### config.mk
export PLATFORM = sky130hd
export DESIGN_NAME = rx_data_unstuff
export DESIGN_NICKNAME = d
export VERILOG_FILES = /design/src/rtl/rx_data_unstuff.sv
export SDC_FILE = /design/constraint.sdc
export NUM_CORES = 1
export LEC_CHECK = 0
export ABC_CLOCK_PERIOD_IN_PS = 2530
export BUFFER_PORTS_ARGS = -buffer_cell sky130_fd_sc_hd__clkbuf_2
export CAP_MARGIN = 20
export CORE_ASPECT_RATIO = 0.9
export CORE_MARGIN = 8
export CORE_UTILIZATION = 40
export CTS_CLUSTER_DIAMETER = 200
export DETAILED_ROUTE_END_ITERATION = 8
export HOLD_SLACK_MARGIN = 0.05
export PLACE_DENSITY = 0.72
export SETUP_SLACK_MARGIN = 0.3
export SLEW_MARGIN = 20
export SYNTH_ARGS = -nofsm -noshare
export SYNTH_HDL_FRONTEND = slang
export SYNTH_SLANG_ARGS = --single-unit
### constraint.sdc
create_clock -name clock -period 2.53 [get_ports clock]
set_clock_uncertainty 0.05 [all_clocks]
set_input_delay 0.1265 -clock clock [delete_from_list [all_inputs] [get_ports clock]]
set_output_delay 0.1265 -clock clock [all_outputs]
set_load 0.05 [all_outputs]
### src/rtl/rx_data_unstuff.sv
// Receive-side bit unstuffer for DATA0 payloads: strips stuffed bits, collects 64 payload + 16 CRC bits, then flags the packet good or bad.
// Optional macro RX_CRC_CHECK_EN adds the CRC16 register and residual check; without it only the stuff and length checks apply.
module rx_data_unstuff (
  input  logic        clock,
  input  logic        reset_n,
  input  logic        in_bit,
  input  logic        bit_valid,
  input  logic        load_data,
  output logic [63:0] data_out,
  output logic        data_valid,
  output logic        pkt_err,
  output logic [1:0]  err_code,
  output logic        busy
);

  typedef enum logic [1:0] {IDLE, RECV, CHECK} state_t;

  localparam logic [6:0] FULL_COUNT = 7'd80;
  localparam logic [6:0] MAX_COUNT  = 7'd81;
`ifdef RX_CRC_CHECK_EN
  localparam logic [15:0] CRC_INIT     = 16'hFFFF;
  localparam logic [15:0] CRC_POLY     = 16'h8005;
  localparam logic [15:0] CRC_RESIDUAL = 16'h800D;
`endif

  state_t      state, state_next;
  logic        take_bit, finish, abort, pkt_good;
  logic [1:0]  err_next;
  logic [2:0]  ones_cnt, ones_base, ones_next;
  logic [6:0]  bit_cnt, bit_base, bit_next;
  logic        stuff_err, stuff_base, stuff_next;
  logic [79:0] shift_reg, shift_next;
`ifdef RX_CRC_CHECK_EN
  logic [15:0] crc, crc_base, crc_next;
  logic        crc_fb;
`endif

  always_ff @(posedge clock or negedge reset_n) begin
    if (!reset_n) state <= IDLE;
    else          state <= state_next;
  end

  // load_data wins over bit_valid; a gap with neither strobe aborts the packet
  always_comb begin
    state_next = state;
    take_bit   = 1'b0;
    finish     = 1'b0;
    abort      = 1'b0;
    case (state)
      IDLE: begin
        if (bit_valid) begin
          state_next = RECV;
          take_bit   = 1'b1;
        end
      end
      RECV: begin
        if (load_data) begin
          state_next = CHECK;
          finish     = 1'b1;
        end else if (bit_valid) begin
          take_bit = 1'b1;
        end else begin
          state_next = IDLE;
          abort      = 1'b1;
        end
      end
      CHECK:   state_next = IDLE;
      default: state_next = IDLE;
    endcase
  end

  // The first bit of a packet is accumulated on top of freshly cleared counters
  always_comb begin
    ones_base  = (state == IDLE) ? 3'd0 : ones_cnt;
    bit_base   = (state == IDLE) ? 7'd0 : bit_cnt;
    stuff_base = (state == IDLE) ? 1'b0 : stuff_err;
    ones_next  = ones_cnt;
    bit_next   = bit_cnt;
    stuff_next = stuff_err;
    shift_next = shift_reg;
`ifdef RX_CRC_CHECK_EN
    crc_base   = (state == IDLE) ? CRC_INIT : crc;
    crc_next   = crc;
    crc_fb     = in_bit ^ crc_base[15];
`endif
    if (take_bit) begin
      ones_next  = ones_base;
      bit_next   = bit_base;
      stuff_next = stuff_base;
`ifdef RX_CRC_CHECK_EN
      crc_next   = crc_base;
`endif
      if (ones_base == 3'd6) begin
        ones_next = 3'd0;
        if (in_bit) stuff_next = 1'b1;
      end else begin
        ones_next  = in_bit ? (ones_base + 3'd1) : 3'd0;
        shift_next = {in_bit, shift_reg[79:1]};
        if (bit_base != MAX_COUNT) bit_next = bit_base + 7'd1;
`ifdef RX_CRC_CHECK_EN
        crc_next = {crc_base[14:0], 1'b0} ^ (crc_fb ? CRC_POLY : 16'h0000);
`endif
      end
    end
  end

  always_comb begin
    err_next = 2'b00;
    pkt_good = 1'b0;
    if (stuff_err)                 err_next = 2'b01;
    else if (bit_cnt != FULL_COUNT) err_next = 2'b10;
`ifdef RX_CRC_CHECK_EN
    else if (crc != CRC_RESIDUAL)   err_next = 2'b11;
`endif
    else                           pkt_good = 1'b1;
  end

  always_ff @(posedge clock or negedge reset_n) begin
    if (!reset_n) begin
      ones_cnt  <= 3'd0;
      bit_cnt   <= 7'd0;
      stuff_err <= 1'b0;
      shift_reg <= 80'd0;
`ifdef RX_CRC_CHECK_EN
      crc       <= CRC_INIT;
`endif
    end else begin
      ones_cnt  <= ones_next;
      bit_cnt   <= bit_next;
      stuff_err <= stuff_next;
      shift_reg <= shift_next;
`ifdef RX_CRC_CHECK_EN
      crc       <= crc_next;
`endif
    end
  end

  // Verdict is registered on the load_data edge so the pulse lands in the CHECK cycle
  always_ff @(posedge clock or negedge reset_n) begin
    if (!reset_n) begin
      data_out   <= 64'd0;
      data_valid <= 1'b0;
      pkt_err    <= 1'b0;
      err_code   <= 2'b00;
    end else begin
      data_valid <= 1'b0;
      pkt_err    <= 1'b0;
      if (finish) begin
        if (pkt_good) begin
          data_valid <= 1'b1;
          data_out   <= shift_reg[63:0];
        end else begin
          pkt_err  <= 1'b1;
          err_code <= err_next;
        end
      end else if (abort) begin
        pkt_err  <= 1'b1;
        err_code <= 2'b10;
      end
    end
  end

  assign busy = (state != IDLE);

endmodule

==> metrics <==
status=finished clean; share of cells above drive strength 1=0.525; aggregate global-route resource usage=0.113; nets@finish=499; critical-path cell list=nor2_4 > clkinv_4 > and2_4 > ha_2 > nand2_4 > o211a_4 > buf_12 > mux2_2; ranking of synthesized cells by area=dfrtp_1 65%, mux2_2 25%, buf_6 1.1%; P per Cell Area=795 nW/um^2; syn avg cell area=15.7 um^2; first-pass GRT wire length=18100 um; Worst EP required=2.78 ns; TritonCTS clock tree=built; crit path to=shift_reg[10]; reg-to-reg startpoint=state[1]; register-to-register setup slack=0.36 ns; Seq/Total Area, Yosys=0.646; Synth top cells by count=161 x dfrtp_1, 140 x mux2_2, 12 x nand2_1; CP Launch Point=state[1]; Max stage delay on crit path=0.43 ns; ys async rst share=1.00; crit end category=flop; Tightest Pin Transition=0.502 ns; Clock power frac=0.438; Clock Path Buffers=2; RSZ-0062 raised after global routing=true; max reg flops=80; Fin. Hold Viols=0; Pleak=3.92 nW; hold slack=0.138 ns; H-tree depth=4; worst min-delay path class=in -> async; Initial Utilization=0.407; final slew viol count=0; Seq pwr share=0.479; Setup CP Type=reg -> reg; worst r2r path cells=8; die width=148 um; vias in the first global route=3528; Int Pwr=0.00470 W; total CTS buffers=17; Synth area leader=dfrtp_1; Critical Path AT=2.42 ns; Tcrit/Tclk final=0.858; DP Worst Slack=0.328 ns; clock sinks=161; VDD IR max=0.453 mV; io pins=74; initial antenna violation count=0; Final Power=0.00607 W; CTS root buffer=clkbuf_16; Seq cells post-synth=161; max_cap viols=0; Die Ht=134 um; Worst Setup Start Kind=flop; Switch Pwr=0.00137 W; worst reg2reg path endpoint=shift_reg[10]; Routed WL per cell=15.3 um; cells after synthesis=397; mapped cell area=6240 um^2; vias per cell=4.88; initial drt markers=199; Logic pwr share=0.083; n_diodes=0; wirelength, routed=10800 um; Top FF cell, synth=dfrtp_1; input/output buffers=73; Sw Ratio=0.225; Synth Net Count=405; total negative slack=0 ns; Final ANT Viol Nets=0; maximum fanout along the worst path=36; Row Count=43; Layout fillers=1291; GP Congestion=0.836; largest net degree at the start of global routing=78; EDFF count, synth=0; most instantiated library cell after synthesis=dfrtp_1; f_max=461 MHz; final worst path period need=2.17 ns; Clk Latency, worst-skew pair=0.42 ns; DRC Markers=0; area of the core=15300 um^2; total gr overflow=0; first-pass iteration count of the detailed router=4; Worst-path clk slew=0.06 ns; DR vias=3437; Syn. warnings=0; top-area cell type share of the netlist area=0.646; final core utilization=0.498; HPWL Detailed=6850 um; full die area=19900 um^2; slowest stage cell on the critical path=dfrtp_1; final worst slack=0.359 ns; Cell variety after synth=38; endpoints failing setup=0; relative max-transition margin=0.665; area grow syn2layout=22.3%
## cells by family (layout without fill, tap and decap cells)
kind of cell / after synthesis / after routing / synth area share
AOI/OAI and AO/OA: 24 / 24 / 0.0265
adders and majority gates: 3 / 3 / 0.00602
DFF: 161 / 161 / 0.646
buffers and inverters: 23 / 129 / 0.0229
muxes: 145 / 145 / 0.262
and+or+nand+nor: 41 / 41 / 0.0373
## placed cells by master (no fill, tap or decap), types with 2 or more instances in the layout
| cell | instances |
|---|---|
| buf_4 | 6 |
| bufinv_16 | 4 |
| o211ai_1 | 2 |
| buf_12 | 3 |
| nor2b_1 | 4 |
| nand2b_1 | 2 |
| clkbuf_1 | 2 |
| nand3_1 | 4 |
| o41ai_1 | 2 |
| mux2_1 | 4 |
| inv_6 | 3 |
| clkbuf_2 | 72 |
| nor3_1 | 2 |
| dlygate4sd3_1 | 4 |
| ha_1 | 2 |
| and2_1 | 3 |
| mux2_2 | 140 |
| clkinv_4 | 2 |
| a21oi_1 | 4 |
| nor2_1 | 4 |
| clkinvlp_4 | 3 |
| nand2_1 | 11 |
| o21ai_0 | 6 |
| buf_6 | 2 |
| inv_1 | 7 |
| clkbuf_16 | 19 |
| dfrtp_1 | 161 |
## layout make-up
class | count | area, um^2 | share of cell area
Clock buffer | 19 | 433 | 0.0567
Timing Repair Buffer | 90 | 606 | 0.0793
Clock inverter | 12 | 183 | 0.0239
Tap cell | 202 | 253 | 0.0331
Multi-Input combinational cell | 213 | 2090 | 0.274
Sequential cell | 161 | 4030 | 0.528
Inverter | 8 | 35.0 | 0.00459
## routing by layer
metal  routed length [um]  up-vias  track usage
met1                 4970     1745        0.144
met2                 5090       66        0.170
met5                    0        -            0
met3                  539       17       0.0405
met4                  165        0       0.0538
li1                     -     1609            -
## stage by stage
stage	area (um^2)	instances
finish	7630	705
global route	7630	705
CTS	7530	698
detailed placement	6870	663
global placement	6870	663
floorplan	6310	397
## worst max-delay path: cells and delay by family, from the launching register on
kind	cells	cell delay (ns)
AOI/OAI and AO/OA	1	0.25
adders and majority gates	1	0.20
buffers and inverters	2	0.35
DFF	1	0.43
muxes	1	0.36
and+or+nand+nor	3	0.40
## power groups by stage
stage,Sequential [W],Combinational (W),Clock [W]
final,0.00291,0.000502,0.00266
after global routing,0.00294,0.000557,0.00285
after CTS,0.00291,0.000482,0.00273
after detailed placement,0.00295,0.000474,0
after global placement,0.00294,0.000450,0
after floorplan,0.00292,0.000359,0
## timing repair
action,4_1_cts,5_1_grt
buffers inserted,0,4
endpoints found under the hold margin,129,0
endpoints found under the setup margin,0,84
hold buffers,4,0
gates resized for setup,0,4
## how the worst min path moves through the flow
stage	end	slack (ns)	cells after the start
after detailed placement	data_out[22]	0.02	1
after global routing	data_out[31]	0.19	2
after global placement	data_out[22]	0.01	1
after floorplan	bit_cnt[0]	-0.22	0
after CTS	data_out[31]	0.14	2
final	data_out[21]	0.14	2
No activity file was read; power rests on OpenSTA's default activity.
